File: config.mk
export PLATFORM = sky130hd
export DESIGN_NAME = jedro_1_ifu_flat
export DESIGN_NICKNAME = d
export VERILOG_FILES = /design/src/rtl/jedro_1_ifu_pkg.sv /design/src/rtl/jedro_1_ifu_if.sv /design/src/rtl/jedro_1_ifu_sfifo.sv /design/src/rtl/jedro_1_ifu.sv /design/src/flat_wrapper.sv
export SDC_FILE = /design/constraint.sdc
export NUM_CORES = 1
export LEC_CHECK = 0
export CAP_MARGIN = 15
export CORE_ASPECT_RATIO = 2
export CORE_UTILIZATION = 36
export CTS_CLUSTER_DIAMETER = 100
export DETAILED_ROUTE_END_ITERATION = 12
export PLACE_DENSITY = 0.65
export SLEW_MARGIN = 20
export SYNTH_ARGS = -nofsm -noshare
export SYNTH_HDL_FRONTEND = slang
export SYNTH_HIERARCHICAL = 1
export SYNTH_SLANG_ARGS = --single-unit
File: constraint.sdc
create_clock -name clk_i -period 7.73 [get_ports clk_i]
set_clock_uncertainty 0.15 [all_clocks]
set_input_delay 2.319 -clock clk_i [delete_from_list [all_inputs] [get_ports clk_i]]
set_output_delay 2.319 -clock clk_i [all_outputs]
set_load 0.02 [all_outputs]
File: src/rtl/jedro_1_ifu_pkg.sv
// Shared definitions for the jedro_1 instruction fetch path.
package jedro_1_ifu_pkg;

  // PC value after reset unless the instance overrides it
  localparam logic [31:0] IFU_BOOT_ADDR = 32'h0000_0000;

  // Canonical no-op (addi x0, x0, 0)
  localparam logic [31:0] INSTR_NOP = 32'h0000_0013;

  // Default prefetch depth
  localparam int unsigned IFU_DEPTH = 32'd4;

  // One fetched word together with the byte address it came from
  typedef struct packed {
    logic [31:0] instr;
    logic [31:0] addr;
  } fetch_entry_t;

endpackage

File: src/rtl/jedro_1_ifu_if.sv
// Fetch-unit bus bundle: instruction memory read port plus decoder handshake.
// The "master" side is the fetch unit, the "slave" side is memory and decoder.
interface jedro_1_ifu_if #(
  parameter int unsigned DATA_WIDTH = 32'd32,
  parameter int unsigned ADDR_WIDTH = 32'd32
);
  logic                  imem_en_o;
  logic [ADDR_WIDTH-1:0] imem_addr_o;
  logic [DATA_WIDTH-1:0] imem_rdata_i;
  logic [DATA_WIDTH-1:0] instr_o;
  logic [ADDR_WIDTH-1:0] instr_addr_o;
  logic                  instr_valid_o;
  logic                  decoder_ready_i;
  logic                  jmp_instr_i;
  logic [ADDR_WIDTH-1:0] jmp_addr_i;

  modport master (
    output imem_en_o, imem_addr_o, instr_o, instr_addr_o, instr_valid_o,
    input  imem_rdata_i, decoder_ready_i, jmp_instr_i, jmp_addr_i
  );

  modport slave (
    input  imem_en_o, imem_addr_o, instr_o, instr_addr_o, instr_valid_o,
    output imem_rdata_i, decoder_ready_i, jmp_instr_i, jmp_addr_i
  );
endinterface

File: src/rtl/jedro_1_ifu_sfifo.sv
// Generic synchronous FIFO with flush. DEPTH must be a power of two >= 2 so
// the pointers wrap naturally. Flush has priority over push and pop.
module jedro_1_ifu_sfifo #(
  parameter int unsigned DEPTH   = 32'd4,
  parameter type         entry_t = logic [63:0]
) (
  input  logic                     clk,
  input  logic                     rst_n,
  input  logic                     push,
  input  logic                     pop,
  input  logic                     flush,
  input  entry_t                   wdata,
  output entry_t                   rdata,
  output logic                     full,
  output logic                     empty,
  output logic [$clog2(DEPTH):0]   count
);
  localparam int unsigned PW = $clog2(DEPTH);
  localparam logic [PW:0] FULL_COUNT = (PW+1)'(DEPTH);

  entry_t        mem_r [DEPTH];
  logic [PW-1:0] rd_ptr_r;
  logic [PW-1:0] wr_ptr_r;
  logic [PW:0]   count_r;
  logic          do_push_s;
  logic          do_pop_s;

  // Qualify requests: never pop when empty, never push into a full FIFO
  // unless the same cycle frees a slot
  always_comb begin
    do_pop_s  = pop && (count_r != '0);
    do_push_s = push && ((count_r != FULL_COUNT) || do_pop_s);
  end

  // Pointer and occupancy bookkeeping
  always_ff @(posedge clk or negedge rst_n) begin
    if (!rst_n) begin
      rd_ptr_r <= '0;
      wr_ptr_r <= '0;
      count_r  <= '0;
    end else if (flush) begin
      rd_ptr_r <= '0;
      wr_ptr_r <= '0;
      count_r  <= '0;
    end else begin
      if (do_push_s) wr_ptr_r <= wr_ptr_r + PW'(1);
      if (do_pop_s)  rd_ptr_r <= rd_ptr_r + PW'(1);
      case ({do_push_s, do_pop_s})
        2'b10:   count_r <= count_r + (PW+1)'(1);
        2'b01:   count_r <= count_r - (PW+1)'(1);
        default: count_r <= count_r;
      endcase
    end
  end

  // Storage write; contents need no reset because occupancy gates their use
  always_ff @(posedge clk) begin
    if (do_push_s && !flush) mem_r[wr_ptr_r] <= wdata;
  end

  assign rdata = mem_r[rd_ptr_r];
  assign full  = (count_r == FULL_COUNT);
  assign empty = (count_r == '0);
  assign count = count_r;

endmodule

File: src/rtl/jedro_1_ifu.sv
// jedro_1 instruction fetch unit: keeps the PC, issues one ROM read per cycle
// while the prefetch FIFO plus the in-flight read have room, and presents the
// FIFO head to the decoder. A redirect flushes the FIFO, kills the in-flight
// read and reloads the PC with the word-aligned target.
module jedro_1_ifu
  import jedro_1_ifu_pkg::*;
#(
  parameter int unsigned           DATA_WIDTH = 32'd32,
  parameter int unsigned           ADDR_WIDTH = 32'd32,
  parameter int unsigned           DEPTH      = IFU_DEPTH,
  parameter logic [ADDR_WIDTH-1:0] BOOT_ADDR  = ADDR_WIDTH'(IFU_BOOT_ADDR)
) (
  input logic              clk_i,
  input logic              rstn_i,
  jedro_1_ifu_if.master    bus
);
  localparam int unsigned CW = $clog2(DEPTH) + 1;

  typedef struct packed {
    logic [DATA_WIDTH-1:0] instr;
    logic [ADDR_WIDTH-1:0] addr;
  } entry_t;

  logic [ADDR_WIDTH-1:0] pc_r;
  logic [ADDR_WIDTH-1:0] rd_addr_r;
  logic                  inflight_r;
  logic [DATA_WIDTH-1:0] last_instr_r;
  logic [ADDR_WIDTH-1:0] last_addr_r;

  logic [CW-1:0]         count_s;
  logic [CW:0]           occupancy_s;
  logic                  full_s;
  logic                  empty_s;
  logic                  pop_s;
  logic                  push_s;
  logic                  issue_s;
  logic [ADDR_WIDTH-1:0] jmp_target_s;
  entry_t                head_s;
  entry_t                push_entry_s;

  // Issue/push/pop decisions. Slots already promised (FIFO entries plus the
  // read in flight) minus this cycle's pop must leave room for a new read.
  // A redirect suppresses both the issue and the push of the killed read.
  always_comb begin
    pop_s              = !empty_s && bus.decoder_ready_i;
    occupancy_s        = {1'b0, count_s} + (CW+1)'(inflight_r) - (CW+1)'(pop_s);
    issue_s            = !bus.jmp_instr_i && (occupancy_s < (CW+1)'(DEPTH));
    push_s             = inflight_r && !bus.jmp_instr_i && (!full_s || pop_s);
    jmp_target_s       = {bus.jmp_addr_i[ADDR_WIDTH-1:2], 2'b00};
    push_entry_s.instr = bus.imem_rdata_i;
    push_entry_s.addr  = rd_addr_r;
  end

  // PC and in-flight tracking; redirect takes priority over sequential fetch
  always_ff @(posedge clk_i or negedge rstn_i) begin
    if (!rstn_i) begin
      pc_r       <= BOOT_ADDR;
      rd_addr_r  <= BOOT_ADDR;
      inflight_r <= 1'b0;
    end else begin
      inflight_r <= issue_s;
      if (issue_s) rd_addr_r <= pc_r;
      if (bus.jmp_instr_i) begin
        pc_r <= jmp_target_s;
      end else if (issue_s) begin
        pc_r <= pc_r + ADDR_WIDTH'(32'd4);
      end
    end
  end

  // Remember the most recently presented head so the outputs hold when empty
  always_ff @(posedge clk_i or negedge rstn_i) begin
    if (!rstn_i) begin
      last_instr_r <= '0;
      last_addr_r  <= '0;
    end else if (!empty_s) begin
      last_instr_r <= head_s.instr;
      last_addr_r  <= head_s.addr;
    end
  end

  jedro_1_ifu_sfifo #(
    .DEPTH   (DEPTH),
    .entry_t (entry_t)
  ) u_prefetch (
    .clk   (clk_i),
    .rst_n (rstn_i),
    .push  (push_s),
    .pop   (pop_s),
    .flush (bus.jmp_instr_i),
    .wdata (push_entry_s),
    .rdata (head_s),
    .full  (full_s),
    .empty (empty_s),
    .count (count_s)
  );

  // The read strobe is gated by reset so it drops the moment reset asserts
  assign bus.imem_en_o     = issue_s && rstn_i;
  assign bus.imem_addr_o   = pc_r;
  assign bus.instr_valid_o = !empty_s;
  assign bus.instr_o       = empty_s ? last_instr_r : head_s.instr;
  assign bus.instr_addr_o  = empty_s ? last_addr_r  : head_s.addr;

endmodule
File: src/flat_wrapper.sv
// flat-port wrapper written by rule: the top's interface ports become plain ports
module jedro_1_ifu_flat import jedro_1_ifu_pkg::*;
#(
  parameter int unsigned           DATA_WIDTH = 32'd32,
  parameter int unsigned           ADDR_WIDTH = 32'd32,
  parameter int unsigned           DEPTH      = IFU_DEPTH,
  parameter logic [ADDR_WIDTH-1:0] BOOT_ADDR  = ADDR_WIDTH'(IFU_BOOT_ADDR)
)
  (clk_i, rstn_i, bus_imem_en_o, bus_imem_addr_o, bus_instr_o, bus_instr_addr_o, bus_instr_valid_o, bus_imem_rdata_i, bus_decoder_ready_i, bus_jmp_instr_i, bus_jmp_addr_i);
  jedro_1_ifu_if #(.DATA_WIDTH(DATA_WIDTH), .ADDR_WIDTH(ADDR_WIDTH)) bus_i ();
  input logic clk_i;
  input logic rstn_i;
  output wire logic [$bits(bus_i.imem_en_o)-1:0] bus_imem_en_o;
  output wire logic [$bits(bus_i.imem_addr_o)-1:0] bus_imem_addr_o;
  output wire logic [$bits(bus_i.instr_o)-1:0] bus_instr_o;
  output wire logic [$bits(bus_i.instr_addr_o)-1:0] bus_instr_addr_o;
  output wire logic [$bits(bus_i.instr_valid_o)-1:0] bus_instr_valid_o;
  input wire logic [$bits(bus_i.imem_rdata_i)-1:0] bus_imem_rdata_i;
  input wire logic [$bits(bus_i.decoder_ready_i)-1:0] bus_decoder_ready_i;
  input wire logic [$bits(bus_i.jmp_instr_i)-1:0] bus_jmp_instr_i;
  input wire logic [$bits(bus_i.jmp_addr_i)-1:0] bus_jmp_addr_i;
  assign bus_imem_en_o = bus_i.imem_en_o;
  assign bus_imem_addr_o = bus_i.imem_addr_o;
  assign bus_instr_o = bus_i.instr_o;
  assign bus_instr_addr_o = bus_i.instr_addr_o;
  assign bus_instr_valid_o = bus_i.instr_valid_o;
  assign bus_i.imem_rdata_i = bus_imem_rdata_i;
  assign bus_i.decoder_ready_i = bus_decoder_ready_i;
  assign bus_i.jmp_instr_i = bus_jmp_instr_i;
  assign bus_i.jmp_addr_i = bus_jmp_addr_i;
  jedro_1_ifu #(.DATA_WIDTH(DATA_WIDTH), .ADDR_WIDTH(ADDR_WIDTH), .DEPTH(DEPTH), .BOOT_ADDR(BOOT_ADDR)) u_core (.clk_i(clk_i), .rstn_i(rstn_i), .bus(bus_i));
endmodule
==> results of run 1 <==
[cell families (layout without fill, tap and decap cells)]
logic type / Yosys count / after routing / share of synthesized area
flops: 388 / 388 / 0.718
mux: 170 / 170 / 0.172
simple gates: 128 / 128 / 0.0472
buf+inv: 55 / 249 / 0.0200
compound gates: 42 / 42 / 0.0167
xor+xnor: 31 / 31 / 0.0177
fa+ha+maj: 9 / 9 / 0.00785
other cells: 1 / 10 / 0.000245
[per-layer routing]
metal / global-route usage / share of wire
met5: 0 / 0
met3: 0.0193 / 0.031
met2: 0.294 / 0.56
met1: 0.167 / 0.38
met4: 0.0583 / 0.028
[worst max path at each step]
stage / slack [ns] / from / to / cells past startpoint
finish: 0.55 / bus_decoder_ready_i / bus_imem_en_o / 11
global route: 0.37 / bus_decoder_ready_i / bus_imem_en_o / 11
CTS: 0.11 / bus_decoder_ready_i / bus_imem_en_o / 11
detailed placement: 0.12 / bus_decoder_ready_i / bus_imem_en_o / 11
global placement: 0.16 / bus_decoder_ready_i / bus_imem_en_o / 11
floorplan: 1.02 / bus_decoder_ready_i / bus_imem_en_o / 10
[worst reg2reg max path, delay by kind of cell (launching register included)]
| family | cells | cell delay, ns |
|---|---|---|
| simple gates | 3 | 1.00 |
| fa+ha+maj | 1 | 0.35 |
| mux | 1 | 0.44 |
| buf+inv | 2 | 0.49 |
| compound gates | 1 | 0.41 |
| flops | 1 | 0.64 |
[flip-flops by register name, summed over array words and instances, names as in the netlist]
| signal | flops |
|---|---|
| u_core/u_prefetch/wr_ptr_r | 2 |
| u_core/last_instr_r | 32 |
| u_core/rd_addr_r | 30 |
| u_core/inflight_r | 1 |
| u_core/u_prefetch/rd_ptr_r | 2 |
| u_core/u_prefetch/count | 3 |
| u_core/u_prefetch/mem_r | 256 |
| u_core/bus.imem_addr_o | 30 |
| u_core/last_addr_r | 32 |
[layout make-up]
| cell class | count | share of cell area |
|---|---|---|
| clock inverter | 13 | 0.00807 |
| multi-input combinational | 390 | 0.217 |
| inverter | 10 | 0.00200 |
| clock buffer | 50 | 0.0547 |
| sequential | 388 | 0.586 |
| tap | 540 | 0.0360 |
| timing repair buffer | 176 | 0.0961 |
[power breakdown]
| group | internal (mW) | total (mW) | leakage, nW | switching [mW] |
|---|---|---|---|---|
| sequential | 2.66 | 2.87 | 3.88 | 0.217 |
| clock | 1.03 | 1.77 | 0.573 | 0.739 |
| combinational | 0.915 | 1.85 | 2.07 | 0.933 |
| total | 4.60 | 6.49 | 6.53 | 1.89 |
[cells in the final DEF, fill, tap and decap left out, drive strengths merged, types with 2 or more instances in the layout]
master	instances
o31a	2
nor2b	5
nand4	9
nor3b	4
clkbuf	50
nor3	8
mux2	103
conb	10
a211oi	2
and2	11
bufinv	3
and4	3
and3	7
a21oi	2
or2	2
clkinvlp	2
inv	11
buf	17
dfrtp	132
xnor2	18
xor2	13
nor2	12
o21ai	27
edfxtp	256
mux4	64
nand2	35
ha	8
mux2i	3
clkinv	7
nand3	8
nor4	15
nor4b	2
clkdlybuf4s50	158
nand2b	3
[per-stage QoR]
stage	cells	setup slack (ns)	util	power (mW)
2_1_floorplan	833	1.02	-	3.98
3_3_place_gp	1500	0.164	0.417	4.75
3_5_place_dp	1502	0.123	0.418	4.81
4_1_cts	1565	0.112	0.446	6.61
5_1_grt	1567	0.366	0.448	6.79
6_report	1567	0.547	0.448	6.49
==> metrics.cfg, run 1 <==
[run_status]
status=finished, final reports clean

[timing]
max_slew_margin=0.281
setup_viol=0
setup-tns-final_ns=0
hold_viol=0
period_minus_slack_ns=7.18
fmax_mhz=139
final-max-slew-violation-count=0
whs_ns=0.345
fin_crit_sh=0.929
rsz0062_at_grt=no
worst_pin_slew_ns=1.08

[worst_setup_path]
cpLargestDelayFamily=simple AND/OR/NAND/NOR gates
cp.arrival_ns=4.71
r2r_cells=8
cp.buffers_inverters=3
crit_path_start_kind=primary input
r2r_slack_ns=4.15
cp_cell_sequence=clkdlybuf4s50_1, nor2b_1, ha_1, inv_1, ha_1, and4b_1, a211oi_4, or2_2, nor2_4, and2_1, dlymetal6s2s_1
r2r_start=u_core/u_prefetch/count[2]
crit_type=primary input to output port
crit_path_end_kind=output port
cp.required_ns=5.26
crit_fanout=3
crit_top_cell=ha_1
rr_endpoint=u_core/rd_addr_r[22]
cp_slowest_cell=clkdlybuf4s50_1
cp_slowest_stage_delay_ns=0.50

[synth]
synth_common_cells=256 x edfxtp_1, 132 x dfrtp_1, 101 x mux2_2, 64 x mux4_2, 34 x nand2_1
synth_cells=824
synth_edf_count=256
netlist_top_cells_area=edfxtp_1 50%, dfrtp_1 22%, mux4_2 9.4%
ys.flop_type=edfxtp_1
syn_area_per_cell_sq_um=18.6
synth_area_sq_mm=0.0153
yosysTopAreaCellShare=0.502
ys_seq_area_frac=0.718
synth.largest_area_cell=edfxtp_1
async_flop_share=0.340
ys_warn_count=6
synth_cell_types=55
synth_most_common_cell=edfxtp_1
synth_seq_cells=388

[min_path]
min_path_cells=1
hold_path.class=flop to flop
hold_end=u_core/last_addr_r[29]
worstHoldStart=u_core/last_addr_r[29]

[finish]
drive_gt1_frac=0.245
fin_area_sq_mm=0.0188
fill_cells=3716
multiInputGateArea_sq_mm=0.00408
regArea_sq_mm=0.0110
syn_to_final_growth_pct=22.7
num_antenna_cells=0
final_nets=1078

[grt]
antenna_found_initial=0
grt_use_total=0.153
grt-ovfl-total=0
grt_max_degree=67
grt_pass1_wl_mm=49.6
grt_pass1_vias=8587

[route]
vias=7822
wl_per_cell_um=20.5
first_pass_iters=4
drc=0
wl_mm=32.1
via_per_inst=4.99
drtIter0Drc=340
drtAntennaViolNets=0

[clock_tree]
postCtsSetupBuffers=0
root_buffer=clkbuf_16
clock_latency_ns=0.51
ctsResizeCount=0
cts_made_buffers=35
cts_hold_buf=0
cts_tree=done
htree_levels=2
path_clk_slew_ns=0.06
cts_buffer_depth=3
cts.sinks=388

[die]
start_util=0.365
core-area_sq_mm=0.0419
rows=106
io-pin-count=166
die_area_sq_mm=0.0434
die_y_um=294
die_w_um=148

[place]
port_buffers=161
routabilityCongestion=0.758
dpl-instance-area_sq_mm=0.0175
dp_hpwl_mm=19.8

[power]
ir_drop_v=0.000208
power_density_mw_per_mm2=346
power.leakage_nw=6.53

[flow_run]
cap_violations=0

Note: power is estimated with default switching activity, not from simulation.
==> run 2: changes to the inputs <==
Settings changed: ABC_AREA set to 1, CAP_MARGIN 15 to 20.
==> metrics.cfg, run 2 <==
[route]
wl_per_cell_um=17.8
first_pass_iters=5
drtAntennaViolNets=0
via_per_inst=4.98
wl_mm=39.5
drtIter0Drc=510
drc=0
vias=11000

[synth]
async_flop_share=0.340
netlist_top_cells_area=edfxtp_1 48%, dfrtp_1 21%, nand2_1 10%
ys.flop_type=edfxtp_1
syn_area_per_cell_sq_um=10.7
synth_seq_cells=388
ys_seq_area_frac=0.691
synth_most_common_cell=nand2_1
synth.largest_area_cell=edfxtp_1
synth_edf_count=256
synth_area_sq_mm=0.0159
yosysTopAreaCellShare=0.483
synth_cells=1481
synth_common_cells=422 x nand2_1, 256 x edfxtp_1, 169 x nor2_1, 132 x dfrtp_1, 117 x o21ai_0
ys_warn_count=6
synth_cell_types=31

[die]
core-area_sq_mm=0.0435
die_area_sq_mm=0.0451
io-pin-count=166
start_util=0.366
die_y_um=299
rows=108
die_w_um=151

[timing]
final-max-slew-violation-count=0
setup-tns-final_ns=0
fin_crit_sh=0.928
setup_viol=0
worst_pin_slew_ns=0.973
hold_viol=0
fmax_mhz=139
rsz0062_at_grt=no
period_minus_slack_ns=7.17
fin_ws_ns=0.560
max_slew_margin=0.352

[finish]
largest_register=u_core/u_prefetch/mem_r
layout_commonest_cell=nand2_1
reg_top3=u_core/u_prefetch/mem_r (256), u_core/last_addr_r (32), u_core/last_instr_r (32)
final_nets=1707
stdcell_count=2211
largest_reg_flops=256
syn_to_final_growth_pct=22.0
fill_cells=4104
drive_gt1_frac=0.0621
layout_common_cells=422 x nand2_1, 256 x edfxtp_1, 165 x nor2_1

[clock_tree]
cts_buffer_depth=3
cts_tree=done
cts.sinks=388
htree_levels=2
cts_made_buffers=37
ctsResizeCount=0
postCtsSetupBuffers=0
path_clk_slew_ns=0.06
clock_latency_ns=0.53
cts_hold_buf=0
root_buffer=clkbuf_16

[power]
switching_power_mw=2.87
power_density_mw_per_mm2=404
p_int_mw=4.97
p_seq_frac=0.384
sw_frac_of_total=0.366
ir_drop_v=0.000210
comb_power_share=0.355
power.leakage_nw=7.67
clock_power_share=0.261

[min_path]
hold_path.class=flop to flop
min_path_cells=2
worstHoldStart=u_core/last_instr_r[10]
hold_end=u_core/last_instr_r[10]

[place]
port_buffers=161
placed_cells=2141
pre_cts_ws_ns=0.538
routabilityCongestion=0.846
dp_hpwl_mm=24.1

[grt]
grt-ovfl-total=0
grt_pass1_wl_mm=61.6
antenna_found_initial=2
grt_pass1_vias=11700
grt_max_degree=92
grt_use_total=0.179

[worst_setup_path]
crit_type=primary input to output port
r2r_cells=18
crit_path_start_kind=primary input
cp.arrival_ns=4.70
crit_fanout=4
cp.required_ns=5.26
rr_endpoint=u_core/bus.imem_addr_o[25]
r2r_start=u_core/u_prefetch/count[0]
r2r_slack_ns=4.17
crit_path_end_kind=output port

[run_status]
status=finished, final reports clean

[flow_run]
cap_violations=0

[run 2: cell types whose count changed after synthesis, sizes merged, moves of 64 or more]
| cell | previous run | this run |
|---|---|---|
| o21ai | 27 | 166 |
| nor2 | 12 | 174 |
| nand2 | 35 | 423 |
| o22ai | 0 | 64 |
| nand3 | 8 | 87 |
| mux4 | 64 | 0 |
| mux2 | 103 | 0 |
[run 2: cell families (layout without fill, tap and decap cells)]
kind of cell	after synthesis	in the layout	share of synthesized area
xor+xnor	12	12	0.00660
other cells	1	12	0.000236
compound gates	235	235	0.0791
buf+inv	144	313	0.0426
fa+ha+maj	9	9	0.00755
flops	388	388	0.691
simple gates	692	692	0.173
[run 2: metal layers]
metal / global-route usage / part of all wire / wire length (um)
met1: 0.184 / 0.37 / 14700
met4: 0.0845 / 0.038 / 1520
met2: 0.347 / 0.55 / 21800
met5: 0 / 0 / 0
met3: 0.0218 / 0.037 / 1450
[run 2: worst max-delay path by stage]
stage                                    from  slack [ns]                             to
after detailed placement  bus_decoder_ready_i        0.54                  bus_imem_en_o
after floorplan               bus_jmp_instr_i        1.01  u_core/u_prefetch/mem_r[0][0]
after global routing      bus_decoder_ready_i        0.33                  bus_imem_en_o
after global placement    bus_decoder_ready_i        0.52                  bus_imem_en_o
final                     bus_decoder_ready_i        0.56                  bus_imem_en_o
after CTS                 bus_decoder_ready_i        0.52                  bus_imem_en_o
[run 2: final cells by class]
cell class | count | area [sq um] | share of cell area
inverter | 63 | 239 | 0.0123
timing repair buffer | 182 | 1790 | 0.0923
multi-input combinational | 958 | 4310 | 0.222
tap | 550 | 688 | 0.0355
clock buffer | 44 | 995 | 0.0513
antenna | 2 | 5.00 | 0.000258
clock inverter | 24 | 385 | 0.0199
sequential | 388 | 11000 | 0.567
[run 2: worst max-delay path: stages]
cell and delay, ns:
clkdlybuf4s50_1 0.47, nand2_1 0.07, inv_1 0.11, ha_1 0.16
inv_1 0.05, ha_1 0.27, nand3_1 0.10, nand2_1 0.05
nand2_1 0.07, nand3_2 0.08, nor3b_1 0.20, buf_4 0.16
clkdlybuf4s50_1 0.60
[run 2: power groups by stage]
stage	sequential [mW]	combinational, mW	clock [mW]
6_report	3.01	2.78	2.05
5_1_grt	3.07	3.06	2.17
4_1_cts	3.01	2.83	2.10
3_5_place_dp	3.05	2.82	0
3_3_place_gp	3.03	2.78	0
2_1_floorplan	3.02	1.61	0
[run 2: metrics by stage]
| step | area (sq um) | utilization | power (mW) | hold slack (ns) |
|---|---|---|---|---|
| CTS | 19400 | 0.446 | 7.95 | 0.329 |
| global route | 19400 | 0.446 | 8.30 | 0.352 |
| floorplan | 15900 | - | 4.63 | 0.320 |
| global placement | 18000 | 0.414 | 5.80 | 0.308 |
| detailed placement | 18000 | 0.414 | 5.87 | 0.312 |
| finish | 19400 | 0.446 | 7.84 | 0.324 |
==> run 3: changes to the inputs <==
Settings changed: CELL_PAD_IN_SITES_DETAIL_PLACEMENT set to 2, CELL_PAD_IN_SITES_GLOBAL_PLACEMENT set to 2, CORE_UTILIZATION 36 to 40, PLACE_DENSITY 0.65 to 0.95.
==> metrics.cfg, run 3 (same netlist as run 2, synthesis figures left out) <==
[timing]
setup-tns-final_ns=0
fin_ws_ns=0.360
worst_pin_slew_ns=1.09
period_minus_slack_ns=7.37
fin_crit_sh=0.953
hold_viol=0
max_slew_margin=0.272
final-max-slew-violation-count=0
rsz0062_at_grt=no
setup_viol=0
fmax_mhz=136

[route]
wl_mm=51.6
top_layer_used=met4
wl_met1_mm=18.4
drtAntennaViolNets=0
wl_met2_mm=29.1
vias=11800
drc=0
wl_per_cell_um=23.7
first_pass_iters=4
drtIter0Drc=565
via_per_inst=5.40
wl_met3_mm=1.71

[clock_tree]
cts_made_buffers=36
path_clk_slew_ns=0.06
cts_tree=done
cts_hold_buf=0
cts_buffer_depth=3
cts.sinks=388
root_buffer=clkbuf_16
postCtsSetupBuffers=0
htree_levels=2
ctsResizeCount=0
clock_latency_ns=0.53

[power]
power.leakage_nw=7.55
power_density_mw_per_mm2=411
ir_drop_v=0.000236
finalPower_mw=7.86

[finish]
reg_top3=u_core/u_prefetch/mem_r (256), u_core/last_addr_r (32), u_core/last_instr_r (32)
syn_to_final_growth_pct=20.2
final_nets=1702
layout_commonest_cell=nand2_1
drive_gt1_frac=0.0557
layout_common_cells=422 x nand2_1, 256 x edfxtp_1, 165 x nor2_1
fill_cells=4004
largest_reg_flops=256
largest_register=u_core/u_prefetch/mem_r

[worst_setup_path]
crit_fanout=4
cpLargestDelayFamily=buffers and inverters
cp_slowest_cell=clkdlybuf4s50_1
cp.buffers_inverters=4
cp.arrival_ns=4.90
cp_slowest_stage_delay_ns=0.68
crit_path_end_kind=output port
crit_top_cell=nand2_1
cp.required_ns=5.26
crit_path_start_kind=primary input
crit_type=primary input to output port
cp_cell_sequence=clkdlybuf4s50_1, nand2_1, inv_1, ha_1, inv_1, ha_1, nand3_1, nand2_1, nand2_1, nand3_2, nor3b_1, clkdlybuf4s50_1

[die]
die_y_um=284
die_w_um=143
rows=103
die_area_sq_mm=0.0406
start_util=0.405
core-area_sq_mm=0.0393
io-pin-count=166

[run_status]
status=finished, final reports clean

[grt]
grt_pass1_vias=13600
antenna_found_initial=2
grt_use_total=0.263
grt_pass1_wl_mm=79.7
grt-ovfl-total=0
grt_max_degree=101

[place]
routabilityCongestion=0.824
pre_cts_ws_ns=0.393
port_buffers=161
dp_hpwl_mm=32.2

[min_path]
hold_path.class=flop to flop

[flow_run]
cap_violations=0

run 3: changes by cell type in the layout (fill, tap and decap cells not counted), sizes merged:
cell / previous run / this run
bufinv: 10 / 4
clkbuf: 44 / 50
buf: 23 / 19
clkinv: 10 / 6
run 3: final timing paths:
| check | from | slack, ns | cells after the start | end |
|---|---|---|---|---|
| setup / recovery | bus_decoder_ready_i | 0.36 | 12 | bus_imem_en_o |
| hold / removal | u_core/last_instr_r[16] | 0.33 | 2 | u_core/last_instr_r[16] |
| min in group asynchronous | rstn_i | 1.85 | 2 | u_core/last_instr_r[6] |
| hold reg to reg | u_core/last_instr_r[16] | 0.33 | 2 | u_core/last_instr_r[16] |
| max in group asynchronous | rstn_i | 4.33 | 3 | u_core/bus.imem_addr_o[5] |
| setup reg to reg | u_core/u_prefetch/count[0] | 3.74 | 18 | u_core/bus.imem_addr_o[30] |
run 3: final cells by class:
type | count | area [sq um] | share of cell area
flip-flops and latches | 388 | 11000 | 0.575
multi-input cells | 958 | 4310 | 0.225
repair buffers | 178 | 1740 | 0.0907
clock buffers | 50 | 1000 | 0.0525
well taps | 525 | 657 | 0.0343
inverters | 63 | 239 | 0.0125
clock inverters | 14 | 183 | 0.00955
diodes | 2 | 5.00 | 0.000262
run 3: routing by layer:
| layer | vias to the layer above | GRT usage |
|---|---|---|
| li1 | 5302 | - |
| met1 | 6057 | 0.276 |
| met2 | 292 | 0.507 |
| met3 | 120 | 0.0305 |
| met4 | 0 | 0.125 |
| met5 | - | 0 |
run 3: tightest hold or removal path, cell delays in order, from the launching register on:
cell and delay [ns]:
dfrtp_1 0.32, nand2_1 0.05, nand2_1 0.07
run 3: power by group:
group	internal, mW	total, mW	switching, mW
Sequential	2.67	3.06	0.392
Combinational	1.04	2.96	1.92
Clock	1.05	1.84	0.788
Total	4.76	7.86	3.10
run 3: stage by stage:
step,cells,hold WS [ns],utilization,instance area (sq um)
after floorplan,1490,0.320,-,15900
after global placement,2112,0.310,0.456,17900
after detailed placement,2112,0.319,0.456,17900
after CTS,2176,0.336,0.486,19100
after global routing,2178,0.348,0.487,19100
final,2178,0.332,0.487,19100
